### src/rtl/sam_pkg.sv
// Shared types and constants for the SAM serial stimulus transmitter.
package sam_pkg;
  localparam int N_W   = 4;
  localparam int CNT_W = 5;

  localparam int DEF_ONE_HI  = 12;
  localparam int DEF_ONE_LO  = 6;
  localparam int DEF_ZERO_HI = 6;
  localparam int DEF_ZERO_LO = 12;
  localparam int DEF_GAP     = 2;

  typedef enum logic [2:0] {
    ST_IDLE,
    ST_CFG_LEAD,
    ST_CFG_SHIFT,
    ST_CFG_TAIL,
    ST_GAP,
    ST_READY,
    ST_BIT_HI,
    ST_BIT_LO
  } sam_state_e;
endpackage

### src/rtl/sam_pw_bit.sv
// Pulse-width bit encoder: one high phase then one low phase, lengths picked by bit value.
module sam_pw_bit
  import sam_pkg::*;
(
  input  logic             clk,
  input  logic             reset,
  input  logic             start,
  input  logic             bit_val,
  input  logic [CNT_W-1:0] one_hi,
  input  logic [CNT_W-1:0] one_lo,
  input  logic [CNT_W-1:0] zero_hi,
  input  logic [CNT_W-1:0] zero_lo,
  output logic             str_bit,
  output logic             hi_done,
  output logic             done
);
  logic             active;
  logic [CNT_W-1:0] cnt;
  logic [CNT_W-1:0] lo_len;

  // Both strobes flag the last cycle of their phase so a new bit can start back to back.
  assign hi_done = active &  str_bit & (cnt == CNT_W'(1));
  assign done    = active & ~str_bit & (cnt == CNT_W'(1));

  always_ff @(posedge clk or negedge reset) begin
    if (!reset) begin
      active  <= 1'b0;
      str_bit <= 1'b0;
      cnt     <= '0;
      lo_len  <= '0;
    end else if (start) begin
      active  <= 1'b1;
      str_bit <= 1'b1;
      cnt     <= bit_val ? one_hi : zero_hi;
      lo_len  <= bit_val ? one_lo : zero_lo;
    end else if (hi_done) begin
      str_bit <= 1'b0;
      cnt     <= lo_len;
    end else if (done) begin
      active  <= 1'b0;
    end else if (active) begin
      cnt     <= cnt - 1'b1;
    end
  end
endmodule

### src/rtl/sam_str_tx.sv
// SAM stimulus transmitter: shifts n/d/N under mode=1, then sends pulse-width coded messages.
module sam_str_tx
  import sam_pkg::*;
#(
  parameter int KEY_LEN = 8,
  parameter int MSG_W   = 16,
  parameter int ONE_HI  = DEF_ONE_HI,
  parameter int ONE_LO  = DEF_ONE_LO,
  parameter int ZERO_HI = DEF_ZERO_HI,
  parameter int ZERO_LO = DEF_ZERO_LO,
  parameter int GAP     = DEF_GAP
) (
  input  logic               clk,
  input  logic               reset,
  input  logic               cfg_start,
  input  logic [N_W-1:0]     cfg_n,
  input  logic [KEY_LEN-1:0] cfg_d,
  input  logic [KEY_LEN-1:0] cfg_N,
  input  logic               msg_valid,
  input  logic [MSG_W-1:0]   msg_data,
  output logic               msg_ready,
  output logic               mode,
  output logic               str,
  output logic               busy,
  output logic               configured
);
  localparam int SHIFT_LEN = N_W + 2*KEY_LEN;
  localparam int SH_W      = $clog2(SHIFT_LEN + 1);
  localparam int GAP_W     = $clog2(GAP + 1);
  localparam int DUR_MAX   = (1 << CNT_W) - 1;

  if (ONE_HI < 1 || ONE_HI > DUR_MAX || ONE_LO < 1 || ONE_LO > DUR_MAX ||
      ZERO_HI < 1 || ZERO_HI > DUR_MAX || ZERO_LO < 1 || ZERO_LO > DUR_MAX) begin : g_bad_dur
    $error("sam_str_tx: bit durations must lie in 1..%0d", DUR_MAX);
  end
  if (ONE_HI <= ONE_LO || ZERO_LO <= ZERO_HI) begin : g_bad_code
    $error("sam_str_tx: need ONE_HI > ONE_LO and ZERO_LO > ZERO_HI");
  end
  if (GAP < 1 || GAP > DUR_MAX) begin : g_bad_gap
    $error("sam_str_tx: GAP must lie in 1..%0d", DUR_MAX);
  end
  if (MSG_W < (1 << N_W) - 1) begin : g_bad_msgw
    $error("sam_str_tx: MSG_W too narrow for the largest n");
  end

  sam_state_e         state;
  logic [N_W-1:0]     n_q;
  logic [KEY_LEN-1:0] d_q;
  logic [KEY_LEN-1:0] nn_q;
  logic [SHIFT_LEN-1:0] cfg_sr;
  logic [SH_W-1:0]    sh_cnt;
  logic [GAP_W-1:0]   gap_cnt;
  logic [MSG_W-1:0]   msg_sr;
  logic [N_W-1:0]     bit_cnt;
  logic               str_cfg;

  logic               hs;
  logic [MSG_W-1:0]   aligned;
  logic               pw_start;
  logic               pw_bit;
  logic               str_bit;
  logic               hi_done;
  logic               done;

  assign msg_ready = (state == ST_READY);
  assign hs        = msg_ready & msg_valid & ~cfg_start;

  // Left-align bit n-1 at the MSB; zeros shifted in behind it supply the trailer bit.
  assign aligned   = msg_data << (MSG_W - int'(n_q));
  assign pw_start  = hs | ((state == ST_BIT_LO) & done & (bit_cnt != '0));
  assign pw_bit    = hs ? aligned[MSG_W-1] : msg_sr[MSG_W-1];

  // Only one of the two flops is ever nonzero, so the OR never glitches high.
  assign str = str_cfg | str_bit;

  sam_pw_bit u_pw (
    .clk     (clk),
    .reset   (reset),
    .start   (pw_start),
    .bit_val (pw_bit),
    .one_hi  (CNT_W'(ONE_HI)),
    .one_lo  (CNT_W'(ONE_LO)),
    .zero_hi (CNT_W'(ZERO_HI)),
    .zero_lo (CNT_W'(ZERO_LO)),
    .str_bit (str_bit),
    .hi_done (hi_done),
    .done    (done)
  );

  always_ff @(posedge clk or negedge reset) begin
    if (!reset) begin
      state      <= ST_IDLE;
      n_q        <= '0;
      d_q        <= '0;
      nn_q       <= '0;
      cfg_sr     <= '0;
      sh_cnt     <= '0;
      gap_cnt    <= '0;
      msg_sr     <= '0;
      bit_cnt    <= '0;
      str_cfg    <= 1'b0;
      mode       <= 1'b0;
      busy       <= 1'b0;
      configured <= 1'b0;
    end else begin
      case (state)
        ST_IDLE, ST_READY: begin
          if (cfg_start) begin
            n_q   <= cfg_n;
            d_q   <= cfg_d;
            nn_q  <= cfg_N;
            mode  <= 1'b1;
            busy  <= 1'b1;
            state <= ST_CFG_LEAD;
          end else if (hs) begin
            msg_sr  <= aligned << 1;
            bit_cnt <= n_q;
            busy    <= 1'b1;
            state   <= ST_BIT_HI;
          end
        end
        ST_CFG_LEAD: begin
          str_cfg <= n_q[N_W-1];
          cfg_sr  <= {n_q, d_q, nn_q} << 1;
          sh_cnt  <= SH_W'(SHIFT_LEN - 1);
          state   <= ST_CFG_SHIFT;
        end
        ST_CFG_SHIFT: begin
          if (sh_cnt == '0) begin
            str_cfg <= 1'b0;
            state   <= ST_CFG_TAIL;
          end else begin
            str_cfg <= cfg_sr[SHIFT_LEN-1];
            cfg_sr  <= cfg_sr << 1;
            sh_cnt  <= sh_cnt - 1'b1;
          end
        end
        ST_CFG_TAIL: begin
          mode    <= 1'b0;
          gap_cnt <= GAP_W'(GAP);
          state   <= ST_GAP;
        end
        ST_GAP: begin
          if (gap_cnt == GAP_W'(1)) begin
            busy       <= 1'b0;
            configured <= 1'b1;
            state      <= ST_READY;
          end else begin
            gap_cnt <= gap_cnt - 1'b1;
          end
        end
        ST_BIT_HI: begin
          if (hi_done) state <= ST_BIT_LO;
        end
        ST_BIT_LO: begin
          if (done) begin
            if (bit_cnt != '0) begin
              msg_sr  <= msg_sr << 1;
              bit_cnt <= bit_cnt - 1'b1;
              state   <= ST_BIT_HI;
            end else begin
              gap_cnt <= GAP_W'(GAP);
              state   <= ST_GAP;
            end
          end
        end
        default: state <= ST_IDLE;
      endcase
    end
  end
endmodule

### config.mk
export PLATFORM = sky130hd
export DESIGN_NAME = sam_str_tx
export DESIGN_NICKNAME = d
export VERILOG_FILES = /design/src/rtl/sam_pkg.sv /design/src/rtl/sam_pw_bit.sv /design/src/rtl/sam_str_tx.sv
export SDC_FILE = /design/constraint.sdc
export NUM_CORES = 1
export LEC_CHECK = 0
export ABC_CLOCK_PERIOD_IN_PS = 5000
export BUFFER_PORTS_ARGS = -buffer_cell sky130_fd_sc_hd__buf_2
export CAP_MARGIN = 20
export CORE_MARGIN = 3
export CORE_UTILIZATION = 35
export CTS_BUF_LIST = sky130_fd_sc_hd__clkbuf_8 sky130_fd_sc_hd__clkbuf_16
export CTS_CLUSTER_SIZE = 40
export DETAILED_ROUTE_END_ITERATION = 10
export PLACE_DENSITY = 0.55
export SYNTH_ARGS = -nofsm -noshare
export SYNTH_HDL_FRONTEND = slang
export SYNTH_HIERARCHICAL = 1
export SYNTH_SLANG_ARGS = --single-unit
### constraint.sdc
create_clock -name clk -period 5 [get_ports clk]
set_clock_uncertainty 0.15 [all_clocks]
set_input_delay 0.25 -clock clk [delete_from_list [all_inputs] [get_ports clk]]
set_output_delay 0.25 -clock clk [all_outputs]
set_load 0.005 [all_outputs]
* Yosys cells after proc, flatten, opt, wreduce, memory -nomap -nowiden
Cells that the tools add are included.
Word-level totals: register bits after elaboration 86
Cells by class: add/sub/neg operators 5, eq/ne operators 23, shifts and indexed selects 1, multiplexer cells 46, bitwise operators 12, reductions and logical operators 22
Operator list (number):
- $mux W16 | 4
- $pmux W20 S2 | 1
- $pmux W16 S2 | 1
- $shl A16 B32 Y16 | 1
- $mux W5 | 5
- $mux W4 | 6
- $ne A2 B2 Y1 const B | 11
- $pmux W3 S7 | 1
- $mux W20 | 1
- $mux W3 | 6
- $eq A3 B3 Y1 const B | 4
- $reduce_and A2 Y1 | 6
- $reduce_bool A2 Y1 | 6
- $mux W1 | 11
- $pmux W5 S2 | 1
- $reduce_and A5 Y1 | 2
- $sub A5 B1 Y5 const B | 2
- $and A1 B1 Y1 | 8
- $mux W2 | 4
- $pmux W4 S2 | 1
- $eq A3 B2 Y1 const B | 2
- $ne A3 B3 Y1 const B | 2
- $pmux W1 S2 | 3
- $pmux W2 S3 | 1
- other kinds (16) | 19

* Depth between registers and ports, before layout
depth after elaboration 8, depth in mapped cells 14, mapped depth without buffers 10

* Modules after synthesis
Netlist, hierarchy kept.
Modules (own cells, without submodules):
- sam_str_tx | instances 1, cells each 400, area an instance 4170.2 um2, sequential area each 1801.7 um2
- sam_pw_bit | instances 1, cells each 77, area an instance 752.0 um2, sequential area each 300.3 um2

* Least setup slack after synthesis
OpenSTA, ideal clock, no wires.
path kind register to register, start reg n_q[0], end reg u_pw.cnt[1], data arrival time 2913 ps, setup slack 1795 ps, stages on the path, launching flop included 15, clock period less this slack 3205 ps, path through dfrtp_1 -> buf_6 -> buf_8 -> inv_2 -> ha_1 -> clkbuf_8 -> clkbuf_8 -> mux4_1 -> mux2i_1 -> a211oi_1 -> a221o_1 -> clkbuf_1 -> mux2_2 -> nand2_1 -> o221ai_1
Between the ends: longest elaborated chain between the ends 5
RTL lines:
- start: declaration | RTL line sam_str_tx.sv:47 | logic [N_W-1:0] n_q;
- start signal: assignment | RTL line sam_str_tx.sv:109 | n_q <= cfg_n;
- $sub A5 B4 Y6 | RTL line sam_str_tx.sv:69 | assign aligned = msg_data << (MSG_W - int'(n_q));
- $shl A16 B32 Y16 | RTL line sam_str_tx.sv:69
- $mux W1 | RTL line sam_str_tx.sv:71 | assign pw_bit = hs ? aligned[MSG_W-1] : msg_sr[MSG_W-1];
- named net pw_bit | RTL line sam_str_tx.sv:60 | logic pw_bit;
- $mux W4 | RTL line sam_pw_bit.sv:34 | cnt <= bit_val ? one_hi : zero_hi;
- $mux W5 | RTL line sam_pw_bit.sv:31 | end else if (start) begin
- end signal: assignment | RTL line sam_pw_bit.sv:34
- end signal: assignment | RTL line sam_pw_bit.sv:38 | cnt <= lo_len;
- end signal: assignment | RTL line sam_pw_bit.sv:42 | cnt <= cnt - 1'b1;
- end: declaration | RTL line sam_pw_bit.sv:18 | logic [CNT_W-1:0] cnt;
The timed path passes the listed nets, and every way through them passes these cells. A chain may end at the register's enable or synchronous reset.

* Worst setup path in the final report
Same ends and word-level chain as after synthesis.

==> flow_summary.toml <==
[timing]
max_freq_mhz = 257
fin_crit_ps = 3880
hold_violations = 0
rsz0062_at_grt = "no"
tightestPinTransition_ps = 801
setup_slack_ps = 1120
finalSetupViolations = 0
min_period_over_period = 0.777
setup_tns_ps = 0
slew_headroom = 0.466
slew_viol_final = 0

[final_layout]
postLayoutCellArea_um2 = 5710
final_util = 0.423
syn_to_final_growth_pct = 16.0
n_antenna_cell = 0
final_cell_mix = "dfrtp_1 (84), nor2_1 (53), a21oi_1 (43), buf_2 (43), mux2i_1 (39)"
nets = 588
drive_above_1_share = 0.207
fillerInstances = 1330
final_common_cell = "dfrtp_1"

[clocking]
path_clk_slew_ps = 60
clk_latency_ps = 330
cts_resized = 0
cts_buffer_depth = 2
cts-root-buf = "clkbuf_16"
cts_tree = "done"
htree_levels = 3
cts_buffers = 9
clock-sinks = 84

[logic_synthesis]
synth_fa_ha_area_frac = 0.0153
synth.avg_cell_area_um2 = 10.3
yosys_register_bits = 84
synth_top_area_share = 0.427
synth_area_leaders = "dfrtp_1 (43%), mux2i_1 (7.9%), mux2_2 (5.7%), a21oi_1 (4.4%), nor2_1 (4.0%)"
synth_top_cell_by_area = "dfrtp_1"
yosys.area_share.xor_xnor = 0.0193
synth_simple_gate_area_frac = 0.138
synthMuxAreaShare = 0.189
synth_top_family_by_area = "multiplexers"
synth_cells = 477
synthFlopType = "dfrtp_1"
async_flop_share = 1.00
yosysWarnings = 6
yosysSeqAreaShare = 0.427
synth_cell_type_count = 72
synthesis.area_um2 = 4920
synth_compound_area_frac = 0.149
synth-edff-count = 0

[setup_path]
crit_chain = "inv_2, ha_1, mux4_1, mux2i_1, a211oi_1, a221o_1, mux2_2, nand2_1, o221ai_1"
cp_data_required_time_ps = 5050
critPathArrivalTime_ps = 3930
crit_path_end_kind = "register"
cp_slowest_cell = "ha_1"
max_stage_delay_ps = 800
path_class = "reg2reg"
path_max_fanout = 19
start_kind = "register"

[power_and_ir_drop]
power_density_nw_per_um2 = 644
ir_drop_mv = 0.234
power.leakage_uw = 0.00256

[global_route]
first_global_vias = 3566
grt_util_all_layers = 0.136
antenna_found_initial = 0
grt_first_pass_wirelength_um = 17700
grt-ovfl-total = 0
grt_max_degree = 48

[placement]
place_area_um2 = 5260
pre_cts_ws_ps = 1120
dp_hpwl_um = 7350
port_buffers = 44
finalWeightedCongestion = 0.817

[drt]
wl_um = 10400
firstDrtPassIters = 5
drc_errors = 0
routedWlPerCell_um = 14.5
dr_total_vias = 3699
drtIter0Drc = 189
final_antenna_net_count = 0
drt-vias-per-instance = 5.12

[run_status]
run_status = "finished, final reports clean"

[flow_run]
maxCapViolCount = 0

[worst_hold_path]
min_path_type = "in2reg"

[floorplanning]
die_w_um = 125
initial_utilization = 0.364
num_io_pins = 45
coreArea_um2 = 13500
rows = 42
dieHeight_um = 125
die_area_um2 = 15500
## repair_timing
item | in CTS | in global routing
buffers inserted | 0 | 0
endpoints found under the hold margin | 54 | 0
hold buffers | 18 | 0
## state kept, by name, indices dropped and copies added, names as in the netlist, 3 cells and up
name and flops:
u_pw/lo_len 5, cfg_sr 19, bit_cnt 4, sh_cnt 5, d_q 8, nn_q 8, n_q 4, u_pw/cnt 5
state 3, msg_sr 15
## cells in the mapped netlist, types with 5 or more instances
master	count
mux4_1	7
ha_1	6
mux2_2	25
mux2i_1	39
nand2_1	36
nand2b_1	6
inv_1	18
nor2_1	53
dfrtp_1	84
clkbuf_1	5
nand3_1	7
o21ai_0	20
a21oi_1	43
buf_2	12
nor3_1	9
## report_power, final
| group | total, µW | internal, µW | switching [µW] |
|---|---|---|---|
| logic | 1750 | 817 | 930 |
| clock network | 624 | 340 | 283 |
| registers | 1310 | 1000 | 310 |
## path summary, 6_finish.rpt
| path | startpoint | end | slack [ps] | depth (start not counted) |
|---|---|---|---|---|
| worst max-delay path | n_q[0]$_DFFE_PN0P_ | u_pw/cnt[1]$_DFFE_PN0P_ | 1120 | 9 |
| min in group asynchronous | reset | busy$_DFFE_PN0P_ | 280 | 2 |
| worst min-delay path | cfg_N[2] | nn_q[2]$_DFFE_PN0P_ | 10 | 2 |
| worst min register to register | configured$_DFFE_PN0P_ | configured$_DFFE_PN0P_ | 320 | 1 |
| worst max register to register | n_q[0]$_DFFE_PN0P_ | u_pw/cnt[1]$_DFFE_PN0P_ | 1120 | 9 |
| max in group asynchronous | reset | d_q[3]$_DFFE_PN0P_ | 3430 | 3 |
## final cells by class
| class | instances | area [µm²] | share of cell area |
|---|---|---|---|
| tap | 176 | 220 | 0.0386 |
| sequential | 84 | 2100 | 0.368 |
| inverter | 20 | 82.6 | 0.0145 |
| timing repair buffer | 66 | 433 | 0.0758 |
| clock inverter | 7 | 51.3 | 0.00898 |
| multi-input combinational | 361 | 2600 | 0.455 |
| clock buffer | 9 | 225 | 0.0394 |
## worst max-delay path, delay by kind of cell, from the launching register on
family / cells / cell delay (ps)
AOI/OAI and AO/OA: 3 / 870
muxes: 3 / 840
adders and majority gates: 1 / 800
DFF: 1 / 780
buffers and inverters: 1 / 230
and+or+nand+nor: 1 / 70
## routing by layer
metal / wire length, µm / vias to the layer above / GRT usage
met3: 347 / 13 / 0.0304
met2: 4920 / 47 / 0.224
met1: 5040 / 1808 / 0.181
met5: 0 / - / 0
met4: 145 / 0 / 0.0406
li1: - / 1831 / -
## stage by stage
step / hold slack, ps / std cells / power (µW)
2_1_floorplan: -196 / 495 / 2770
3_3_place_gp: 108 / 689 / 3020
3_5_place_dp: 103 / 689 / 3060
4_1_cts: 3.50 / 723 / 3720
5_1_grt: 5.25 / 723 / 4000
6_report: 14.8 / 723 / 3680
## cell families after synthesis
kind of cell	Yosys count
AND/OR/NAND/NOR	140
AO/OA/AOI/OAI	113
flip-flops	84
multiplexers	75
buffers and inverters	50
XOR/XNOR	7
adder cells (fa/ha/maj)	6
other	2
Power figures use the tool's default switching activity.
